`config.mk`:
```
export PLATFORM = sky130hd
export DESIGN_NAME = pwm_core_dt_flat
export DESIGN_NICKNAME = d
export VERILOG_FILES = /design/src/rtl/pwm_core_dt_if.sv /design/src/rtl/pwm_core_dt.sv /design/src/flat_wrapper.sv
export SDC_FILE = /design/constraint.sdc
export NUM_CORES = 1
export LEC_CHECK = 0
export ABC_CLOCK_PERIOD_IN_PS = 5500
export BUFFER_PORTS_ARGS = -buffer_cell sky130_fd_sc_hd__buf_2
export CORE_ASPECT_RATIO = 1.1
export CORE_MARGIN = 2
export CORE_UTILIZATION = 30
export CTS_BUF_LIST = sky130_fd_sc_hd__clkbuf_8
export CTS_CLUSTER_SIZE = 14
export DETAILED_ROUTE_END_ITERATION = 8
export PLACE_DENSITY = 0.47
export SLEW_MARGIN = 20
export SYNTH_ARGS = -nofsm -noshare
export SYNTH_HDL_FRONTEND = slang
export SYNTH_SLANG_ARGS = --single-unit
export TNS_END_PERCENT = 10
```
`constraint.sdc`:
```
create_clock -name clk -period 5.5 [get_ports clk]
set_input_delay 1.1 -clock clk [delete_from_list [all_inputs] [get_ports clk]]
set_output_delay 1.1 -clock clk [all_outputs]
set_load 0.01 [all_outputs]
```
`src/rtl/pwm_core_dt_if.sv`:
```
// Configuration and status bundle for one PWM leg.
// The master drives configuration; the slave (PWM core) drives carrier and gate outputs.
interface pwm_core_dt_if #(
    parameter int WIDTH = 16,
    parameter int DIV_W = 5,
    parameter int DT_W  = 8
);
    logic [WIDTH-1:0] period;
    logic [WIDTH-1:0] init_carr;
    logic [WIDTH-1:0] compare;
    logic [DIV_W-1:0] clk_divider;
    logic [DT_W-1:0]  dead_time;
    logic [1:0]       count_mode;
    logic [1:0]       mask_mode;
    logic             pwm_onoff;
    logic [WIDTH-1:0] carrier;
    logic             mask_event;
    logic             pwm_h;
    logic             pwm_l;

    modport master (
        output period, init_carr, compare, clk_divider, dead_time,
               count_mode, mask_mode, pwm_onoff,
        input  carrier, mask_event, pwm_h, pwm_l
    );

    modport slave (
        input  period, init_carr, compare, clk_divider, dead_time,
               count_mode, mask_mode, pwm_onoff,
        output carrier, mask_event, pwm_h, pwm_l
    );
endinterface

```
`src/rtl/pwm_core_dt.sv`:
```
// PWM channel: prescaled up/down/up-down carrier, shadowed period/compare,
// and complementary gate outputs with a dead-time gap on every raw edge.
module pwm_core_dt #(
    parameter int WIDTH = 16,
    parameter int DIV_W = 5,
    parameter int DT_W  = 8
) (
    input  logic          clk,
    input  logic          reset,
    pwm_core_dt_if.slave  bus
);
    typedef enum logic {DIR_UP, DIR_DOWN} dir_t;

    localparam logic [WIDTH-1:0] C_ONE = WIDTH'(1);
    localparam logic [DIV_W-1:0] D_ONE = DIV_W'(1);
    localparam logic [DT_W-1:0]  T_ONE = DT_W'(1);

    logic [DIV_W-1:0] presc_reg;
    logic [WIDTH-1:0] carrier_reg, carrier_next;
    logic [WIDTH-1:0] period_sh_reg, compare_sh_reg;
    dir_t             dir_reg, dir_next;
    logic [DT_W-1:0]  dt_cnt_reg;
    logic             r_prev_reg, pwm_h_reg, pwm_l_reg;

    logic             tick, zero_ev, per_ev, mask_match, load_now, raw;
    logic [WIDTH-1:0] init_clamped;

    // Tick is gated by reset so no load pulse can escape while reset is held.
    assign tick    = bus.pwm_onoff & ~reset & (presc_reg >= bus.clk_divider);
    assign zero_ev = (carrier_reg == '0);
    assign per_ev  = (carrier_reg == period_sh_reg);
    assign raw     = (carrier_reg < compare_sh_reg);
    assign init_clamped = (bus.init_carr > bus.period) ? bus.period : bus.init_carr;

    always_comb begin
        mask_match = 1'b1;
        case (bus.mask_mode)
            2'b00:   mask_match = zero_ev;
            2'b01:   mask_match = per_ev;
            2'b10:   mask_match = zero_ev | per_ev;
            default: mask_match = 1'b1;
        endcase
    end

    assign load_now = tick & mask_match;

    always_comb begin
        carrier_next = carrier_reg;
        dir_next     = dir_reg;
        case (bus.count_mode)
            2'b01: begin
                carrier_next = (zero_ev || carrier_reg > period_sh_reg) ?
                               period_sh_reg : carrier_reg - C_ONE;
            end
            2'b10: begin
                // Turning points are emitted once so a full cycle lasts 2P ticks.
                if (dir_reg == DIR_UP) begin
                    if (carrier_reg >= period_sh_reg) begin
                        carrier_next = (period_sh_reg == '0) ? '0 : period_sh_reg - C_ONE;
                        dir_next     = DIR_DOWN;
                    end else begin
                        carrier_next = carrier_reg + C_ONE;
                    end
                end else begin
                    if (zero_ev) begin
                        carrier_next = (period_sh_reg == '0) ? '0 : C_ONE;
                        dir_next     = DIR_UP;
                    end else begin
                        carrier_next = carrier_reg - C_ONE;
                    end
                end
            end
            default: begin
                carrier_next = (carrier_reg >= period_sh_reg) ? '0 : carrier_reg + C_ONE;
            end
        endcase
    end

    always_ff @(posedge clk or posedge reset) begin
        if (reset) begin
            presc_reg      <= '0;
            carrier_reg    <= '0;
            period_sh_reg  <= '0;
            compare_sh_reg <= '0;
            dir_reg        <= DIR_UP;
        end else if (!bus.pwm_onoff) begin
            presc_reg      <= '0;
            period_sh_reg  <= bus.period;
            compare_sh_reg <= bus.compare;
            carrier_reg    <= init_clamped;
            dir_reg        <= DIR_UP;
        end else begin
            presc_reg <= (presc_reg >= bus.clk_divider) ? '0 : presc_reg + D_ONE;
            if (tick) begin
                carrier_reg <= carrier_next;
                dir_reg     <= dir_next;
            end
            if (load_now) begin
                period_sh_reg  <= bus.period;
                compare_sh_reg <= bus.compare;
            end
        end
    end

    // While stopped, r_prev holds the inverse of raw so the first running
    // cycle is seen as an edge and the outputs enter through a dead-time gap.
    always_ff @(posedge clk or posedge reset) begin
        if (reset) begin
            dt_cnt_reg <= '0;
            r_prev_reg <= 1'b0;
            pwm_h_reg  <= 1'b0;
            pwm_l_reg  <= 1'b0;
        end else if (!bus.pwm_onoff) begin
            dt_cnt_reg <= '0;
            r_prev_reg <= ~raw;
            pwm_h_reg  <= 1'b0;
            pwm_l_reg  <= 1'b0;
        end else if (raw != r_prev_reg) begin
            r_prev_reg <= raw;
            if (bus.dead_time == '0) begin
                dt_cnt_reg <= '0;
                pwm_h_reg  <= raw;
                pwm_l_reg  <= ~raw;
            end else begin
                dt_cnt_reg <= bus.dead_time;
                pwm_h_reg  <= 1'b0;
                pwm_l_reg  <= 1'b0;
            end
        end else if (dt_cnt_reg != '0) begin
            dt_cnt_reg <= dt_cnt_reg - T_ONE;
            if (dt_cnt_reg == T_ONE) begin
                pwm_h_reg <= r_prev_reg;
                pwm_l_reg <= ~r_prev_reg;
            end
        end
    end

    assign bus.carrier    = carrier_reg;
    assign bus.mask_event = load_now;
    assign bus.pwm_h      = pwm_h_reg;
    assign bus.pwm_l      = pwm_l_reg;
endmodule
```
`src/flat_wrapper.sv`:
```
// flat-port wrapper written by rule: the top's interface ports become plain ports
module pwm_core_dt_flat 
#(
    parameter int WIDTH = 16,
    parameter int DIV_W = 5,
    parameter int DT_W  = 8
)
  (clk, reset, bus_period, bus_init_carr, bus_compare, bus_clk_divider, bus_dead_time, bus_count_mode, bus_mask_mode, bus_pwm_onoff, bus_carrier, bus_mask_event, bus_pwm_h, bus_pwm_l);
  pwm_core_dt_if #(.WIDTH(WIDTH), .DIV_W(DIV_W), .DT_W(DT_W)) bus_i ();
  input  logic clk;
  input  logic reset;
  input wire logic [$bits(bus_i.period)-1:0] bus_period;
  input wire logic [$bits(bus_i.init_carr)-1:0] bus_init_carr;
  input wire logic [$bits(bus_i.compare)-1:0] bus_compare;
  input wire logic [$bits(bus_i.clk_divider)-1:0] bus_clk_divider;
  input wire logic [$bits(bus_i.dead_time)-1:0] bus_dead_time;
  input wire logic [$bits(bus_i.count_mode)-1:0] bus_count_mode;
  input wire logic [$bits(bus_i.mask_mode)-1:0] bus_mask_mode;
  input wire logic [$bits(bus_i.pwm_onoff)-1:0] bus_pwm_onoff;
  output wire logic [$bits(bus_i.carrier)-1:0] bus_carrier;
  output wire logic [$bits(bus_i.mask_event)-1:0] bus_mask_event;
  output wire logic [$bits(bus_i.pwm_h)-1:0] bus_pwm_h;
  output wire logic [$bits(bus_i.pwm_l)-1:0] bus_pwm_l;
  assign bus_i.period = bus_period;
  assign bus_i.init_carr = bus_init_carr;
  assign bus_i.compare = bus_compare;
  assign bus_i.clk_divider = bus_clk_divider;
  assign bus_i.dead_time = bus_dead_time;
  assign bus_i.count_mode = bus_count_mode;
  assign bus_i.mask_mode = bus_mask_mode;
  assign bus_i.pwm_onoff = bus_pwm_onoff;
  assign bus_carrier = bus_i.carrier;
  assign bus_mask_event = bus_i.mask_event;
  assign bus_pwm_h = bus_i.pwm_h;
  assign bus_pwm_l = bus_i.pwm_l;
  pwm_core_dt #(.WIDTH(WIDTH), .DIV_W(DIV_W), .DT_W(DT_W)) u_core (.clk(clk), .reset(reset), .bus(bus_i));
endmodule
```
== Word-level counts from Yosys, hierarchy flattened ==
Index checks and enable logic that the tools add are counted.

* Flip-flop bits (word level): 65
* Output and inout port bits: 19
* Word-level logic and storage cells: 87

* Add/sub/neg operators: 5
* Order comparisons: 5
* Equality and inequality tests: 13
* Multiplexer cells: 40
* Bitwise operators: 7
* Reduce and logical (&&, ||, !) cells: 8

{| class="wikitable"
|+ Operators by type and width
! operator !! count
|-
| $mux W16 || 13
|-
| $gt A16 B16 Y1 || 2
|-
| $logic_not A16 Y1 || 2
|-
| $mux W8 || 4
|-
| $pmux W16 S2 || 1
|-
| $sub A16 B1 Y16 const B || 2
|-
| $mux W1 || 19
|-
| $add A16 B1 Y16 const B || 1
|-
| $eq A16 B16 Y1 || 1
|-
| $ge A16 B16 Y1 || 1
|-
| $lt A16 B16 Y1 || 1
|-
| $mux W5 || 2
|-
| $eq A8 B1 Y1 const B || 1
|-
| $logic_not A8 Y1 || 1
|-
| $ne A2 B1 Y1 const B || 4
|-
| $reduce_bool A8 Y1 || 1
|-
| $sub A8 B1 Y8 const B || 1
|-
| $ne A3 B1 Y1 const B || 2
|-
| $add A5 B1 Y5 const B || 1
|-
| $ge A5 B5 Y1 || 1
|-
| $eq A2 B1 Y1 const B || 2
|-
| $eq A2 B2 Y1 const B || 2
|-
| $reduce_and A2 Y1 || 2
|-
| $and A1 B1 Y1 || 3
|-
| 6 further kinds || 8
|}

== Longest topological paths before layout ==
Gate-level depths: netlist (run 1).

* Word-level depth: 7
* Depth in mapped cells: 13
* Mapped depth without buffers: 10

== Worst setup path after synthesis (run 1) ==
Ideal clock, no wire load.

* Path kind: in2out
* Start: in bus_clk_divider[0]
* End: out bus_mask_event
* Arrival: 2.418 ns
* Data required time: 4.400 ns
* Path slack: 1.982 ns
* Cell stages on the path: 7
* Cells stage by stage: ha_1 > nand2b_1 > a211o_1 > a31o_2 > a21oi_1 > or3_1 > a211oi_4

* Longest elaborated chain between the ends: 3

{| class="wikitable"
|+ RTL lines
! item !! line !! text
|-
| from (decl) || flat_wrapper.sv:15 || <nowiki>input wire logic [$bits(bus_i.clk_divider)-1:0] bus_clk_divider;</nowiki>
|-
| $ge A5 B5 Y1 || pwm_core_dt.sv:29 || <nowiki>assign tick = bus.pwm_onoff & ~reset & (presc_reg >= bus.clk_divider);</nowiki>
|-
| $and A1 B1 Y1 || pwm_core_dt.sv:29 ||
|-
| $and A1 B1 Y1 || pwm_core_dt.sv:45 || <nowiki>assign load_now = tick & mask_match;</nowiki>
|-
| to (decl) || flat_wrapper.sv:21 || <nowiki>output wire logic [$bits(bus_i.mask_event)-1:0] bus_mask_event;</nowiki>
|}

Every way passes these cells.

== Final worst setup path (run 1) ==
* Start: reg u_core.carrier_reg[6] (netlist: u_core.bus.carrier[6])
* End: out bus_mask_event

* Longest elaborated chain between the ends: 4
* Elaborated cells between the ends (all ways): 5
* Those cells by class: eq/ne (1); mux (1); bitwise (2); reduce/logical (1)

{| class="wikitable"
|+ RTL lines
! item !! line !! text
|-
| from (decl) || pwm_core_dt.sv:19 || <nowiki>logic [WIDTH-1:0] carrier_reg, carrier_next;</nowiki>
|-
| from (signal assigned) || pwm_core_dt.sv:90 || <nowiki>carrier_reg <= init_clamped;</nowiki>
|-
| from (signal assigned) || pwm_core_dt.sv:95 || <nowiki>carrier_reg <= carrier_next;</nowiki>
|-
| $eq A16 B16 Y1 or $logic_not A16 Y1 (tied branches) || pwm_core_dt.sv:31, pwm_core_dt.sv:30 ||
|-
| $or A1 B1 Y1 || pwm_core_dt.sv:40 || <nowiki>2'b10: mask_match = zero_ev | per_ev;</nowiki>
|-
| $pmux W1 S3 * || pwm_core_dt.sv:37 || <nowiki>case (bus.mask_mode)</nowiki>
|-
| $and A1 B1 Y1 * || pwm_core_dt.sv:45 ||
|}

Every way passes the cells marked *; elsewhere a longest branch is shown, timed or not.

==> run metrics, run 1 <==
Site Rows=54; unrepaired setup endpoints after global routing=false; prevailing post-synth register cell=dfrtp_1; number of inserted filler cells in the final layout=approximately 2100; worst slack at placement=1384 ps; worst path arrival time=2980 ps; RD Place Congestion=0.9129; number of enable flip-flop cells after synthesis=0; quantity of I/O buffers inserted on ports=86; fraction of power spent switching nets=42.44%; final cell area excluding filler cells=0.006928 sq mm; area enclosed by the die boundary=0.02139 sq mm; Die Wd=139.6 microns; launching point of the worst reg2reg path=u_core.bus.carrier[4]; Via density=5.314; number of nets in the finished design=921; Clock Pin Slew Worst Setup and Hold Paths=80 ps; Layout Utilization=a little over a third; Crit. End Element=primary output; top layer reached by signal wires=met4; area growth from synthesis to layout=14.12%; Cells on Worst Hold Path=1; metal1 wirelength=between 9 and 10 mm; Unique masters post-synth=between 60 and 70; clk buf depth=2; HPWL Detailed=14.52 mm; Internal Dissipation=1.107 mW; Hold Crit Endpoint=u_core.presc_reg[0]; combinational fraction of design power=43.4%; wire length on met3=891 microns; Max Transition Viols Final=0; post-synthesis sequential element count=65; synthesized area=0.006071 sq mm; Std-Cell Core Area=~0.020 sq mm; count of max-cap constraint violations=0; TritonCTS clock tree=done; worst path required time=4400 ps; reg-to-reg slack, setup=1960 ps; cell area power density=277.5 mW/mm^2; Initial DRT Pass Iterations=5; Clock Power Share=about a fifth; number of buffers inserted to repair setup after CTS=0; GR Util All Layers=18.33%; number of cells on the worst reg-to-reg path=9; number of endpoints with negative hold slack in the final report=0; Post-route DRC=0; instance area after placement=0.006751 sq mm; critical path peak fanout=14; sequential cell area fraction in the yosys report=between 20% and 30%; start point of the worst hold path=u_core.presc_reg[0]; startpoint types=flip-flop; Fmax achieved=0.2449 GHz; async set-or-reset flop fraction in the synthesized netlist=100.0%; first-iteration detailed-routing DRC count=460; number of buffers inserted for hold repair after clock tree synthesis=0; final worst-path cycle share=approximately 74%; clock latency on the worst-skew pair=380 ps; via count of the first global-routing pass=5517; Least-Margin Pin Slew=1049 ps; final period demand of the worst path=4083 ps; sinks on the clock net=65; post-synth net total=between 800 and 900; antenna cells=0; average instance area after synthesis=between 8 and 9 sq um; run status=complete, no violations; accumulated negative setup slack=0 ps; post-cts resize count=0; initial antenna violation count=0; Reg-to-Reg End=u_core.bus.carrier[11]; proportion of layout cells with a drive suffix above 1=~18%; total net switching power=slightly above 0.8 mW; sequential share of power=35.4%; max_slew headroom=29.79%; initial cell density of the core=a little under a third; residual antenna-violating net count after detailed routing=0; Static Leak=3.192 nW; remaining global-route overflow=0; detailed-route via count=5564; min setup slack post-route=1417 ps; final clock skew=14.84 ps; hold crit path type=reg2reg; WL/cell=18.64 microns; pin count of the biggest net entering global routing=between 40 and 50; first-pass GRT wire length=roughly 31 mm; Root Buffer Master=clkbuf_8; TritonCTS buffer count=9; Yosys warning total=0; H-tree level count=3; total I/O pin count=87; path type of the worst setup path=reg2out; Detailed Route WL=19.51 mm; number of endpoints failing setup at the final stage=0; highest ir drop seen on vdd=0.1183 mV; metal2 WL=~9.0 mm; die height=153.2 microns; synthesized netlist cell count=720
[final cells by class]
| type | instances | area (sq um) | share of cell area, % |
|---|---|---|---|
| Clock inverter | 6 | 52.55 | 0.7585 |
| Clock buffer | 9 | 123.9 | 1.788 |
| Inverter | 67 | 251.5 | 3.630 |
| Multi-Input combinational cell | 552 | 4053 | 58.50 |
| Timing Repair Buffer | 96 | 505.5 | 7.296 |
| Tap cell | 252 | 315.3 | 4.551 |
| Sequential cell | 65 | 1627 | 23.48 |
[routing by layer]
layer | up-vias | GRT usage (%)
met5 | - | 0
met4 | 0 | 4.810
met3 | 18 | 3.258
met2 | 152 | 29.67
met1 | 2633 | 25.31
li1 | 2761 | -
[synthesized netlist by cell type (all sizes together), types with 9 or more instances]
| cell type | instances | area (sq um) |
|---|---|---|
| o221ai | 24 | 210.2 |
| nand4 | 19 | 118.9 |
| ha | 62 | 775.7 |
| inv | 66 | 247.7 |
| xnor2 | 34 | 297.8 |
| nand2 | 68 | 255.2 |
| nor2 | 30 | 117.6 |
| buf | 9 | 66.31 |
| or4 | 9 | 67.56 |
| a21oi | 52 | 264.0 |
| nor3 | 24 | 120.1 |
| mux2 | 19 | 270.3 |
| clkbuf | 27 | 101.4 |
| nand3 | 23 | 115.1 |
| mux2i | 31 | 310.3 |
| dfrtp | 65 | 1627 |
| xor2 | 13 | 113.9 |
| o21ai | 52 | 260.3 |
[stage by stage]
stage	instances	hold WS, ps	total power, mW
after floorplan	720	452.1	1.263
after global placement	1032	480.6	1.525
after detailed placement	1032	482.3	1.518
after CTS	1047	493.3	1.931
after global routing	1047	528.5	2.081
final	1047	489.4	1.923
[power groups by stage]
| stage | Clock, mW | Combinational, mW | Sequential (mW) |
|---|---|---|---|
| floorplan | 0 | 0.626 | 0.637 |
| global placement | 0 | 0.835 | 0.690 |
| detailed placement | 0 | 0.830 | 0.689 |
| CTS | 0.416 | 0.835 | 0.680 |
| global route | 0.436 | 0.950 | 0.695 |
| finish | 0.408 | 0.835 | 0.680 |
[worst max-delay path, cell delays in order, from the launching register on]
cell      delay [ps]
dfrtp_1          620
ha_1             430
nand4_1          180
or4_1            670
a21oi_2          180
nor2_1            70
a211oi_4         270
buf_2            180
[cell usage in the layout, fill, tap and decap left out, drive strengths merged, types with 9 or more instances in the layout]
cell    synthesis  routed
buf             9      96
nand2          68      68
inv            66      68
dfrtp          65      65
ha             62      62
a21oi          52      52
o21ai          52      52
xnor2          34      34
mux2i          31      31
nor2           30      30
o221ai         24      24
nor3           24      24
nand3          23      23
nand4          19      19
mux2           19      19
xor2           13      13
or4             9       9
clkbuf         27       9
[worst max-delay path by stage]
stage,start,end,slack (ps)
global placement,bus_clk_divider[0],u_core.period_sh_reg[3],1460
global route,u_core.bus.carrier[11],bus_mask_event,1240
detailed placement,bus_clk_divider[0],u_core.period_sh_reg[13],1380
finish,u_core.bus.carrier[6],bus_mask_event,1420
floorplan,bus_clk_divider[0],bus_mask_event,1980
CTS,u_core.bus.carrier[11],bus_mask_event,1350
[cell families (layout without fill, tap and decap cells)]
logic type                 Yosys count  count (layout)  share of synthesized area [%]
adders and majority gates           62              62                          12.78
AOI/OAI and AO/OA                  175             175                          18.57
buffers and inverters              103             178                          6.904
xor gates and xnor gates            47              47                          6.781
DFF                                 65              65                          26.79
muxes                               50              50                          9.563
and+or+nand+nor                    218             218                          18.61
Power figures use the tool's default switching activity.
==> run 2: changes to the inputs <==
--- a/config.mk
+++ b/config.mk
@@ -5,7 +5,7 @@
 export SDC_FILE = /design/constraint.sdc
 export NUM_CORES = 1
 export LEC_CHECK = 0
-export ABC_CLOCK_PERIOD_IN_PS = 5500
+export ABC_CLOCK_PERIOD_IN_PS = 3600
 export BUFFER_PORTS_ARGS = -buffer_cell sky130_fd_sc_hd__buf_2
 export CORE_ASPECT_RATIO = 1.1
 export CORE_MARGIN = 2
@@ -13,7 +13,7 @@
 export CTS_BUF_LIST = sky130_fd_sc_hd__clkbuf_8
 export CTS_CLUSTER_SIZE = 14
 export DETAILED_ROUTE_END_ITERATION = 8
-export PLACE_DENSITY = 0.47
+export PLACE_DENSITY = 0.49
 export SLEW_MARGIN = 20
 export SYNTH_ARGS = -nofsm -noshare
 export SYNTH_HDL_FRONTEND = slang
==> constraint.sdc (replaced) <==
create_clock -name clk -period 3.6 [get_ports clk]
set_input_delay 0.72 -clock clk [delete_from_list [all_inputs] [get_ports clk]]
set_output_delay 0.72 -clock clk [all_outputs]
set_load 0.01 [all_outputs]
==> run 2 against run 1 <==
  * Register-to-register slack worse by 1700 ps
  * Via count is 4.2% higher
  * Count of clock-buffer cells in the layout is 1 higher
  * Total power grew 54%
  * Die area did not move
  * Critical path depth is 2 higher
  * Worst setup slack lost 1300 ps
  * Core utilization grew 1.1 points
  * Sequential power rose by 41%
  * Flip-flop and latch count unchanged
  * Worst hold slack worse by 73 ps
==> run metrics, run 2 (synthesis results as in run 1) <==
final worst-path cycle share=96.03%; reg-to-reg slack, setup=between 300 and 400 ps; final clock skew=15.06 ps; RD Place Congestion=~0.86; Die Wd=139.6 microns; launching point of the worst reg2reg path=u_core.period_sh_reg[1]; count of max-cap constraint violations=0; quantity of I/O buffers inserted on ports=86; most common cell after layout, fill and taps aside=buf_2; WL/cell=18.37 microns; final period demand of the worst path=3457 ps; hold crit path type=in2async; run status=complete, no violations; Via density=about 5.4; initial antenna violation count=0; residual antenna-violating net count after detailed routing=0; initial cell density of the core=30.56%; TritonCTS buffer count=9; commonest non-fill, non-tap cells in the layout=buf_2 (86), inv_1 (70), nand2_1 (68); crit path from=u_core.period_sh_reg[11]; Static Leak=3.333 nW; proportion of layout cells with a drive suffix above 1=20.80%; first-pass GRT wire length=between 30 and 40 mm; Std-Cell Core Area=0.01986 sq mm; HPWL Detailed=approximately 15 mm; H-tree level count=3; min setup slack post-route=142.9 ps; Clock Pin Slew Worst Setup and Hold Paths=80 ps; Detailed Route WL=between 15 and 20 mm; first-iteration detailed-routing DRC count=422; worst path arrival time=2740 ps; Site Rows=54; accumulated negative setup slack=0 ps; critical path peak fanout=4; die height=~150 microns; Max Transition Viols Final=0; highest ir drop seen on vdd=approximately 0.18 mV; GR Util All Layers=between 10% and 20%; antenna cells=0; Crit path largest cell delay=550 ps; remaining global-route overflow=0; total I/O pin count=87; cell area power density=413.0 mW/mm^2; max_slew headroom=between 20% and 30%; Initial DRT Pass Iterations=5; detailed-route via count=5798; number of endpoints with negative hold slack in the final report=0; number of nets in the finished design=about 950; worst path required time=2880 ps; clock latency on the worst-skew pair=between 300 and 400 ps; Fmax achieved=0.2893 GHz; critical path's slowest cell=or4_4; clk buf depth=2; number of endpoints failing setup at the final stage=0; path type of the worst setup path=reg2out; hold slack final=416.6 ps; Least-Margin Pin Slew=1087 ps; TritonCTS clock tree=done; sinks on the clock net=65; unrepaired setup endpoints after global routing=false; Post-route DRC=0; area enclosed by the die boundary=0.02139 sq mm; pin count of the biggest net entering global routing=43; worst slack at placement=around 160 ps; area growth from synthesis to layout=17.77%; via count of the first global-routing pass=5763; Root Buffer Master=clkbuf_8; startpoint types=flip-flop; Crit. End Element=primary output; chain of cells forming the critical path=inv_1 > ha_1 > and4_1 > nand3_1 > or4_4 > a21oi_2 > nor2_1 > a211oi_4 > buf_2
-- run 2: cell types whose count changed in the layout (fill, tap and decap cells not counted), sizes merged --
cell,before,now
buf,96,123
bufinv,1,0
clkbuf,9,10
clkinv,4,1
inv,68,71
-- run 2: timing repair --
| item | 4_1_cts | 5_1_grt |
|---|---|---|
| endpoints found under the setup margin | 1 | 1 |
| hold buffers | 0 | 0 |
| resized for setup | 1 | 2 |
| pin swaps | 0 | 1 |
| setup buffers | 0 | 1 |
-- run 2: cell type report --
| class | count | area, sq um |
|---|---|---|
| inverters | 67 | 251.5 |
| flip-flops and latches | 65 | 1629 |
| well taps | 252 | 315.3 |
| repair buffers | 123 | 733.2 |
| clock buffers | 10 | 137.6 |
| clock inverters | 5 | 18.77 |
| multi-input cells | 552 | 4064 |
| fillers | 2153 | 12710 |
-- run 2: through the flow --
step           total power, mW  utilization, %  instances  cell area (sq um)
2_1_floorplan            1.929               -        720               6071
3_3_place_gp             2.390           35.10       1058               6972
3_5_place_dp             2.381           35.10       1058               6972
4_1_cts                  2.960           35.90       1073               7132
5_1_grt                  3.204           35.99       1074               7149
6_report                 2.953           35.99       1074               7149
-- run 2: worst max-delay path, delay by kind of cell, from the launching register on --
| family | cells | cell delay [ps] |
|---|---|---|
| buf+inv | 2 | 300 |
| simple gates | 4 | 1010 |
| flops | 1 | 370 |
| compound gates | 2 | 370 |
| fa+ha+maj | 1 | 320 |
-- run 2: layer usage --
metal / global-route usage, % / share of wire (%)
met3: 4.041 / 5.9
met2: 30.02 / 45
met4: 5.095 / 1.6
met1: 26.08 / 48
met5: 0 / 0
-- run 2: worst paths after layout --
path / to / cells past startpoint
worst max-delay path: bus_mask_event / 9
worst min-delay path: u_core.bus.carrier[15] / 2
worst max register to register: u_core.bus.carrier[10] / 9
worst min register to register: u_core.presc_reg[0] / 1
max in group asynchronous: u_core.period_sh_reg[6] / 3
min in group clk: u_core.presc_reg[0] / 1
-- run 2: power by group --
part | leakage [nW] | switching [mW] | internal (mW)
combinational | 2.44 | 0.834 | 0.593
clock | 0.0985 | 0.310 | 0.253
sequential | 0.791 | 0.118 | 0.844
total | 3.33 | 1.26 | 1.69
